## src/rtl/entropy_extractor.sv

```systemverilog
// entropy_extractor
// Harvests low-order bits from AC97 audio samples into a KEY_W-bit key for
// the key-agreement logic. A rising edge of `ready` is one sample; `request`
// starts (or restarts) collection of a fresh key.
//
// Ports:
//   clock          - system clock, all logic on the rising edge
//   reset          - synchronous, active-high
//   from_ac97_data - audio sample, stable while `ready` is high
//   ready          - sample-available strobe, may be held for several cycles
//   request        - one-cycle pulse: clear and begin collecting a new key
//   key            - collected key, newest bits at the LSB end
//   key_valid      - high while `key` holds a complete KEY_W-bit key
//   bit_count      - number of key bits collected so far
//
// Parameters:
//   SAMPLE_W        - width of from_ac97_data
//   KEY_W           - key length, a multiple of BITS_PER_SAMPLE
//   BITS_PER_SAMPLE - low-order bits taken per sample in raw mode
//   VON_NEUMANN     - 1: debias bit 0 of each sample pair (10 -> 1, 01 -> 0)
module entropy_extractor #(
  parameter int SAMPLE_W        = 8,
  parameter int KEY_W           = 256,
  parameter int BITS_PER_SAMPLE = 1,
  parameter int VON_NEUMANN     = 0
) (
  input  logic                         clock,
  input  logic                         reset,
  input  logic [SAMPLE_W-1:0]          from_ac97_data,
  input  logic                         ready,
  input  logic                         request,
  output logic [KEY_W-1:0]             key,
  output logic                         key_valid,
  output logic [$clog2(KEY_W+1)-1:0]   bit_count
);

  localparam int CNT_W = $clog2(KEY_W + 1);

  typedef enum logic [1:0] {
    ST_IDLE,
    ST_COLLECT,
    ST_DONE
  } state_t;

  state_t             state_q;
  logic [KEY_W-1:0]   key_q;
  logic               key_valid_q;
  logic [CNT_W-1:0]   bit_count_q;
  logic               ready_prev_q;
  logic               vn_pending_q;
  logic               vn_have_q;

  // Next values of the datapath for the case where a sample is accepted.
  logic               accept;
  logic               shift_en_d;
  logic [KEY_W-1:0]   key_d;
  logic [CNT_W-1:0]   bit_count_d;

  // One accept per rising edge of ready, however long it is held.
  assign accept = ready & ~ready_prev_q;

  generate
    if (VON_NEUMANN != 0) begin : g_vn
      // Only the second sample of an unequal pair produces a bit; the
      // emitted bit is the first sample of the pair.
      always_comb begin
        shift_en_d  = vn_have_q & (vn_pending_q != from_ac97_data[0]);
        key_d       = (key_q << 1) | KEY_W'(vn_pending_q);
        bit_count_d = bit_count_q + CNT_W'(1);
      end
    end else begin : g_raw
      always_comb begin
        shift_en_d  = 1'b1;
        key_d       = (key_q << BITS_PER_SAMPLE)
                    | KEY_W'(from_ac97_data[BITS_PER_SAMPLE-1:0]);
        bit_count_d = bit_count_q + CNT_W'(BITS_PER_SAMPLE);
      end
    end
  endgenerate

  always_ff @(posedge clock) begin
    if (reset) begin
      state_q      <= ST_IDLE;
      key_q        <= '0;
      key_valid_q  <= 1'b0;
      bit_count_q  <= '0;
      ready_prev_q <= 1'b0;
      vn_pending_q <= 1'b0;
      vn_have_q    <= 1'b0;
    end else begin
      ready_prev_q <= ready;
      case (state_q)
        ST_IDLE, ST_DONE: begin
          // Accepts are ignored here; key and key_valid stay frozen.
          if (request) begin
            state_q      <= ST_COLLECT;
            key_q        <= '0;
            key_valid_q  <= 1'b0;
            bit_count_q  <= '0;
            vn_pending_q <= 1'b0;
            vn_have_q    <= 1'b0;
          end
        end
        ST_COLLECT: begin
          if (request) begin
            // Restart; a sample arriving on this same edge is dropped.
            key_q        <= '0;
            key_valid_q  <= 1'b0;
            bit_count_q  <= '0;
            vn_pending_q <= 1'b0;
            vn_have_q    <= 1'b0;
          end else if (accept) begin
            if (VON_NEUMANN != 0) begin
              vn_have_q <= ~vn_have_q;
              if (!vn_have_q) begin
                vn_pending_q <= from_ac97_data[0];
              end
            end
            if (shift_en_d) begin
              key_q       <= key_d;
              bit_count_q <= bit_count_d;
              if (bit_count_d == CNT_W'(KEY_W)) begin
                state_q     <= ST_DONE;
                key_valid_q <= 1'b1;
              end
            end
          end
        end
        default: state_q <= ST_IDLE;
      endcase
    end
  end

  assign key       = key_q;
  assign key_valid = key_valid_q;
  assign bit_count = bit_count_q;

  // Sample bits and debias state that a given configuration does not read.
  logic unused_sink;
  assign unused_sink = ^{from_ac97_data, vn_pending_q, vn_have_q};

endmodule
```

## config.mk

```make
export PLATFORM = sky130hd
export DESIGN_NAME = entropy_extractor
export DESIGN_NICKNAME = d
export VERILOG_FILES = /design/src/rtl/entropy_extractor.sv
export SDC_FILE = /design/constraint.sdc
export NUM_CORES = 1
export LEC_CHECK = 0
export CAP_MARGIN = 10
export CORE_MARGIN = 2
export CORE_UTILIZATION = 45
export CTS_CLUSTER_DIAMETER = 80
export DETAILED_ROUTE_END_ITERATION = 10
export GPL_TIMING_DRIVEN = 0
export PLACE_DENSITY = 0.78
export RECOVER_POWER = 100
export SLEW_MARGIN = 5
export SYNTH_ARGS = -nofsm -noshare
export SYNTH_HDL_FRONTEND = slang
export SYNTH_SLANG_ARGS = --single-unit
```

## constraint.sdc

```tcl
create_clock -name clock -period 3.7 [get_ports clock]
set_clock_uncertainty 0.05 [all_clocks]
set_input_delay 0.555 -clock clock [delete_from_list [all_inputs] [get_ports clock]]
set_output_delay 0.555 -clock clock [all_outputs]
set_load 0.02 [all_outputs]
```

==> results.tsv, run 1 <==
stage	metric	value	unit
logic_synthesis	yosysTopAreaCell	dfxtp_1	
cts	ctsHtreeMaxLevel	1	
logic_synthesis	ys_ff_latch	269	
drt	drc_errors	0	
sta	rsz0062_at_grt	false	
pwr	p_switching	0.00128	W
floorplanning	row_count	52	
run_status	status	complete, no violations	
floorplanning	die_w	148	um
finish	synthToLayoutAreaGrowth	42.4	%
drt	wl_per_cell	16.3	um
worst_setup_path	startpoint_type	input port	
hold_path	hold_end	key[255]	
worst_setup_path	crit_fanout	10	
drt	routed_wl	25600	um
sta	finalCritPeriodShare	0.749	
placed_design	place_area	12300	um2
drt	first_iter_violations	552	
finish	finalNonFillerCells	1574	
sta	whs	0.416	ns
grt	grt_pass1_wl	40600	um
cts	cts_buffer_depth	3	
placed_design	place.gp.congestion	0.798	
floorplanning	io_pins	278	
worst_setup_path	critPathKind	input port to flop	
logic_synthesis	ys_types	40	
grt	grt_pass1_vias	7813	
logic_synthesis	yosysWarningCount	0	
logic_synthesis	syn_avg_cell_area	9.43	um2
placed_design	dp_hpwl	17400	um
pwr	pwr-share-clk	0.489	
logic_synthesis	synth_ff_type	dfxtp_1	
cts	cts_tree	done	
cts	root_buffer	clkbuf_16	
cts	clk_pin_slew	0.06	ns
pwr	vdd_drop_max	0.361	mV
drt	drtAntennaViolNets	0	
worst_setup_path	r2r-end	bit_count[7]	
pwr	swShare	0.211	
pwr	p_int	0.00478	W
worst_setup_path	cp.required	4.10	ns
pwr	seqPwrFrac	0.478	
drt	firstDrtPassIters	5	
cts	clock-sinks	269	
sta	fmax	361	MHz
finish	nets	1298	
grt	grt_remaining_overflow	0	
floorplanning	start_util	0.460	
cts	cts_hold_buf	0	
cts	cts_setup_buffers	0	
placed_design	dpl.cell_count	1525	
logic_synthesis	synthTopCellsByArea	dfxtp_1 58%, a22oi_1 18%, nor2_1 9.2%	
hold_path	hp-class	flop to flop	
worst_setup_path	cp-end-kind	flop	
logic_synthesis	yosysSeqAreaShare	0.579	
run	maxCapViolations	0	
worst_setup_path	regToRegSetupSlack	1.16	ns
cts	cts-resized-gates	0	
logic_synthesis	synth_fp_nets	1000	
worst_setup_path	reg2reg_depth	7	
pwr	leakage	5.46	nW
cts	clock_latency	0.52	ns
logic_synthesis	yosysTopAreaCellShare	0.579	
pwr	power.density	458	nW/um2
grt	grt.total_usage	0.222	
sta	fin_setup_tns	0	ns
cts	cts_buffers	27	
drt	vias_per_cell	5.43	
sta	drv_slew	0	
worst_setup_path	r2r-start	state_q[0]	
sta	worst_slew_pin_slew	0.637	ns
sta	max_slew_margin	0.575	
logic_synthesis	synth_most_common_cell	dfxtp_1	
logic_synthesis	synthTopCellsByCount	269 x dfxtp_1, 228 x nor2_1, 223 x a22oi_1	
grt	antenna_found_initial	0	
finish	layout-drive-gt1-share	0.0575	
hold_path	min_from	key[255]	
logic_synthesis	syn_inst	986	
logic_synthesis	synth-async-reset-ratio	0	
floorplanning	core_area	20200	um2
placed_design	io_buffers	269	
drt	vias	8548	
pwr	p_comb_frac	0.033	
sta	setup_viol	0	
logic_synthesis	synth_edf_count	0	
finish	fin_area	13200	um2
sta	min_period	2.77	ns
worst_setup_path	worst_ep_arrival_time	3.16	ns
logic_synthesis	synth_area	9300	um2
floorplanning	dieArea	21800	um2
floorplanning	die_y	148	um
finish	antenna_cells	0	
grt	grt_max_degree	15	
hold_path	worst_hold_path.num_cells	2	
sta	timing_hold_violations_final	0	
finish	fillers	1651	
[sequential cells by signal (all words and copies together), names as in the netlist]
| signal | count |
|---|---|
| key_valid | 1 |
| bit_count | 9 |
| ready_prev_q | 1 |
| key | 256 |
| state_q | 2 |
[cell families after synthesis]
group | after synthesis | synth area share
AOI/OAI and AO/OA | 287 | 0.220
adders and majority gates | 2 | 0.00269
buffers and inverters | 96 | 0.0492
DFF | 269 | 0.579
muxes | 1 | 0.00108
and+or+nand+nor | 331 | 0.148
[placed cells by master, fill, tap and decap left out, drive strengths merged, types with 5 or more instances in the layout]
master,count
dfxtp,269
dlygate4sd3,267
nor2,228
a22oi,223
clkbuf,111
a21oi,41
nand2,40
nand3,38
buf,23
o21ai,8
bufinv,5
[power groups by stage]
stage	Sequential, W	Combinational [W]	Clock, W
floorplan	0.00296	0.000142	0
global placement	0.00296	0.000202	0
detailed placement	0.00296	0.000203	0
CTS	0.00290	0.000204	0.00301
global route	0.00290	0.000220	0.00312
finish	0.00290	0.000199	0.00296
[layout make-up]
cell class,instances,area (um2),area share
clock inverter,9,173,0.0130
buffer,94,394,0.0298
inverter,2,7.51,0.000567
tap,270,338,0.0255
sequential,269,5390,0.407
timing repair buffer,269,2690,0.203
clock buffer,40,805,0.0608
multi-input combinational,621,3450,0.260
[per-layer routing]
layer	global-route usage	share of wire	up-vias
li1	-	-	4118
met1	0.279	0.42	4095
met2	0.367	0.46	301
met3	0.0821	0.095	34
met4	0.0490	0.019	0
met5	0	0	-
[metrics by stage]
stage | worst slack (ns) | total power [W] | utilization
3_3_place_gp | 1.20 | 0.00317 | 0.609
3_5_place_dp | 1.16 | 0.00317 | 0.609
5_1_grt | 0.674 | 0.00623 | 0.654
6_report | 0.930 | 0.00606 | 0.654
2_1_floorplan | 1.79 | 0.00311 | -
4_1_cts | 1.39 | 0.00612 | 0.658
[worst max-delay path: stages]
cell           delay, ns
dlygate4sd3_1       0.55
nor2b_1             0.31
and2_0              0.18
clkbuf_1            0.33
clkbuf_1            0.48
clkbuf_1            0.45
nand3_1             0.14
a21oi_1             0.16
[worst max-delay path by stage]
stage	depth (start not counted)	from	slack, ns	end
after floorplan	6	bit_count[0]	1.79	state_q[1]
after CTS	1	bit_count[2]	1.39	bit_count[2]
after global placement	8	ready	1.20	key[140]
after detailed placement	8	ready	1.16	key[142]
final	8	ready	0.93	bit_count[7]
after global routing	8	ready	0.67	bit_count[7]
Note: power is estimated with default switching activity, not from simulation.
==> inputs of run 2 (changes only) <==
--- a/config.mk
+++ b/config.mk
@@ -7,11 +7,11 @@
 export LEC_CHECK = 0
 export CAP_MARGIN = 10
 export CORE_MARGIN = 2
-export CORE_UTILIZATION = 45
+export CORE_UTILIZATION = 42
 export CTS_CLUSTER_DIAMETER = 80
 export DETAILED_ROUTE_END_ITERATION = 10
 export GPL_TIMING_DRIVEN = 0
-export PLACE_DENSITY = 0.78
+export PLACE_DENSITY = 0.76
 export RECOVER_POWER = 100
 export SLEW_MARGIN = 5
 export SYNTH_ARGS = -nofsm -noshare
==> constraint.sdc (replaced) <==
create_clock -name clock -period 2.46 [get_ports clock]
set_clock_uncertainty 0.05 [all_clocks]
set_input_delay 0.369 -clock clock [delete_from_list [all_inputs] [get_ports clock]]
set_output_delay 0.369 -clock clock [all_outputs]
set_load 0.02 [all_outputs]
==> run 2 against run 1 <==
Clock power rose by 46%. Final cell count rose by 0.76%. Register-to-register slack got worse by 0.87 ns. Global-route usage fell by 1.7 points. Power rose by 48%. First-iteration DRC count fell by 16%. Core utilization fell by 4.5 points. Hold slack got worse by 0.0013 ns. Critical path type is now flop to output pin. Largest cell class unchanged.
==> results.tsv, run 2 (synthesis gave the netlist of run 1 again) <==
stage	metric	value	unit	change
worst_setup_path	critPathLaunch	bit_count[2]		
cts	cts_buffer_depth	3		unchanged
floorplanning	row_count	54		+3.8%
worst_setup_path	crit_buf_inv	1		-3
worst_setup_path	critPathKind	flop to output pin		
finish	layout-drive-gt1-share	0.0681		+0.0106
drt	vias	8461		-1.0%
grt	grt_pass1_wl	40800	um	+0.51%
placed_design	place.gp.congestion	0.816		+2.3%
drt	firstDrtPassIters	6		+1
run_status	status	complete, no violations		
worst_setup_path	reg2reg_depth	6		-1
finish	antenna_cells	0		unchanged
finish	layout_common_cells	269 x dfxtp_1, 266 x dlygate4sd3_1, 228 x nor2_1, 223 x a22oi_1, 62 x clkbuf_1		
drt	vias_per_cell	5.33		-1.8%
pwr	leakage	5.50	nW	+0.78%
hold_path	worst_hold_path.num_cells	2		unchanged
grt	antenna_found_initial	0		unchanged
placed_design	io_buffers	269		unchanged
placed_design	dpl.cell_count	1535		+0.66%
grt	grt_pass1_vias	7936		+1.6%
sta	timing_hold_violations_final	0		unchanged
cts	cts_hold_buf	0		unchanged
grt	grt.total_usage	0.205		-0.0173
worst_setup_path	path_cells	dlygate4sd3_1		
sta	fmax	458	MHz	
cts	root_buffer	clkbuf_16		
floorplanning	die_y	153	um	+3.4%
sta	rsz0062_at_grt	false		
cts	cts_setup_buffers	0		unchanged
worst_setup_path	worst_ep_arrival_time	1.76	ns	-1.40 ns
drt	drc_errors	0		unchanged
sta	setup_viol	0		unchanged
grt	grt_remaining_overflow	0		unchanged
cts	cts_tree	done		
sta	drv_slew	0		unchanged
sta	fin_setup_tns	0	ns	unchanged
worst_setup_path	crit_slowest_cell	dlygate4sd3_1		
hold_path	hp-class	flop to flop		
sta	min_period	2.18	ns	
drt	wl_per_cell	15.8	um	-2.9%
worst_setup_path	r2r-start	bit_count[0]		
drt	routed_wl	25100	um	-2.1%
placed_design	dp_hpwl	17400	um	-0.22%
sta	worst_slew_pin_slew	0.626	ns	-0.0112 ns
worst_setup_path	critPathMaxStageDelay	0.75	ns	+0.20 ns
drt	drtAntennaViolNets	0		unchanged
worst_setup_path	cp-end-kind	output pin		
worst_setup_path	crit_family	buffers and inverters		
floorplanning	dieArea	23300	um2	+6.9%
pwr	total_power	0.00898	W	+48%
cts	ctsHtreeMaxLevel	1		unchanged
cts	cts_buffers	28		+3.7%
pwr	vdd_drop_max	0.508	mV	+41%
pwr	power.density	678	nW/um2	+48%
sta	finalCritPeriodShare	0.888		
finish	layout_commonest_cell	dfxtp_1		
floorplanning	start_util	0.427		-0.0321
sta	whs	0.414	ns	-0.00133 ns
finish	finalNonFillerCells	1586		+0.76%
hold_path	min_from	key[255]		
drt	first_iter_violations	465		-16%
cts	cts-resized-gates	0		unchanged
worst_setup_path	startpoint_type	flop		
cts	clock_latency	0.53	ns	about the same
finish	largest_reg_flops	256		unchanged
floorplanning	core_area	21800	um2	+7.5%
sta	max_slew_margin	0.583		+0.00746
finish	synthToLayoutAreaGrowth	42.6	%	
floorplanning	io_pins	278		unchanged
worst_setup_path	cp.required	2.04	ns	-2.06 ns
worst_setup_path	worstSetupPathDepth	1		-7
finish	nets	1299		+0.077%
finish	final_util	0.609		-0.0450
floorplanning	die_w	153	um	+3.4%
grt	grt_max_degree	15		unchanged
cts	clk_pin_slew	0.06	ns	about the same
worst_setup_path	crit_fanout	10		unchanged
run	maxCapViolations	0		unchanged
cts	clock-sinks	269		unchanged
## run 2: final timing paths
| check | endpoint | slack, ns |
|---|---|---|
| worst max-delay path | bit_count[2] | 0.28 |
| worst min-delay path | key[255] | 0.41 |
| worst max register to register | state_q[1] | 0.29 |
| worst min register to register | key[255] | 0.41 |
## run 2: metal layers
metal | vias up | GRT usage | part of all wire
met1 | 4033 | 0.263 | 0.43
li1 | 4111 | - | -
met4 | 0 | 0.0564 | 0.026
met5 | - | 0 | 0
met3 | 53 | 0.0711 | 0.084
met2 | 264 | 0.330 | 0.46
## run 2: layout make-up
class | instances | area, um2
plain buffers | 94 | 418
clock buffers | 40 | 816
clock inverters | 11 | 146
fillers | 1902 | 8500
inverters | 2 | 7.51
multi-input cells | 621 | 3440
flip-flops and latches | 269 | 5390
well taps | 280 | 350
repair buffers | 269 | 2690
## run 2: power breakdown
group | switching (W) | total [W] | leakage [nW] | internal [W]
sequential | 0.00000370 | 0.00436 | 2.17 | 0.00436
combinational | 0.000240 | 0.000300 | 2.86 | 0.0000596
clock | 0.00171 | 0.00432 | 0.470 | 0.00262
## run 2: stage by stage
| stage | worst slack, ns | instance area, um2 |
|---|---|---|
| floorplan | 0.550 | 9300 |
| global placement | 0.122 | 12300 |
| detailed placement | 0.0766 | 12300 |
| CTS | 0.321 | 13300 |
| global route | 0.136 | 13300 |
| finish | 0.276 | 13300 |
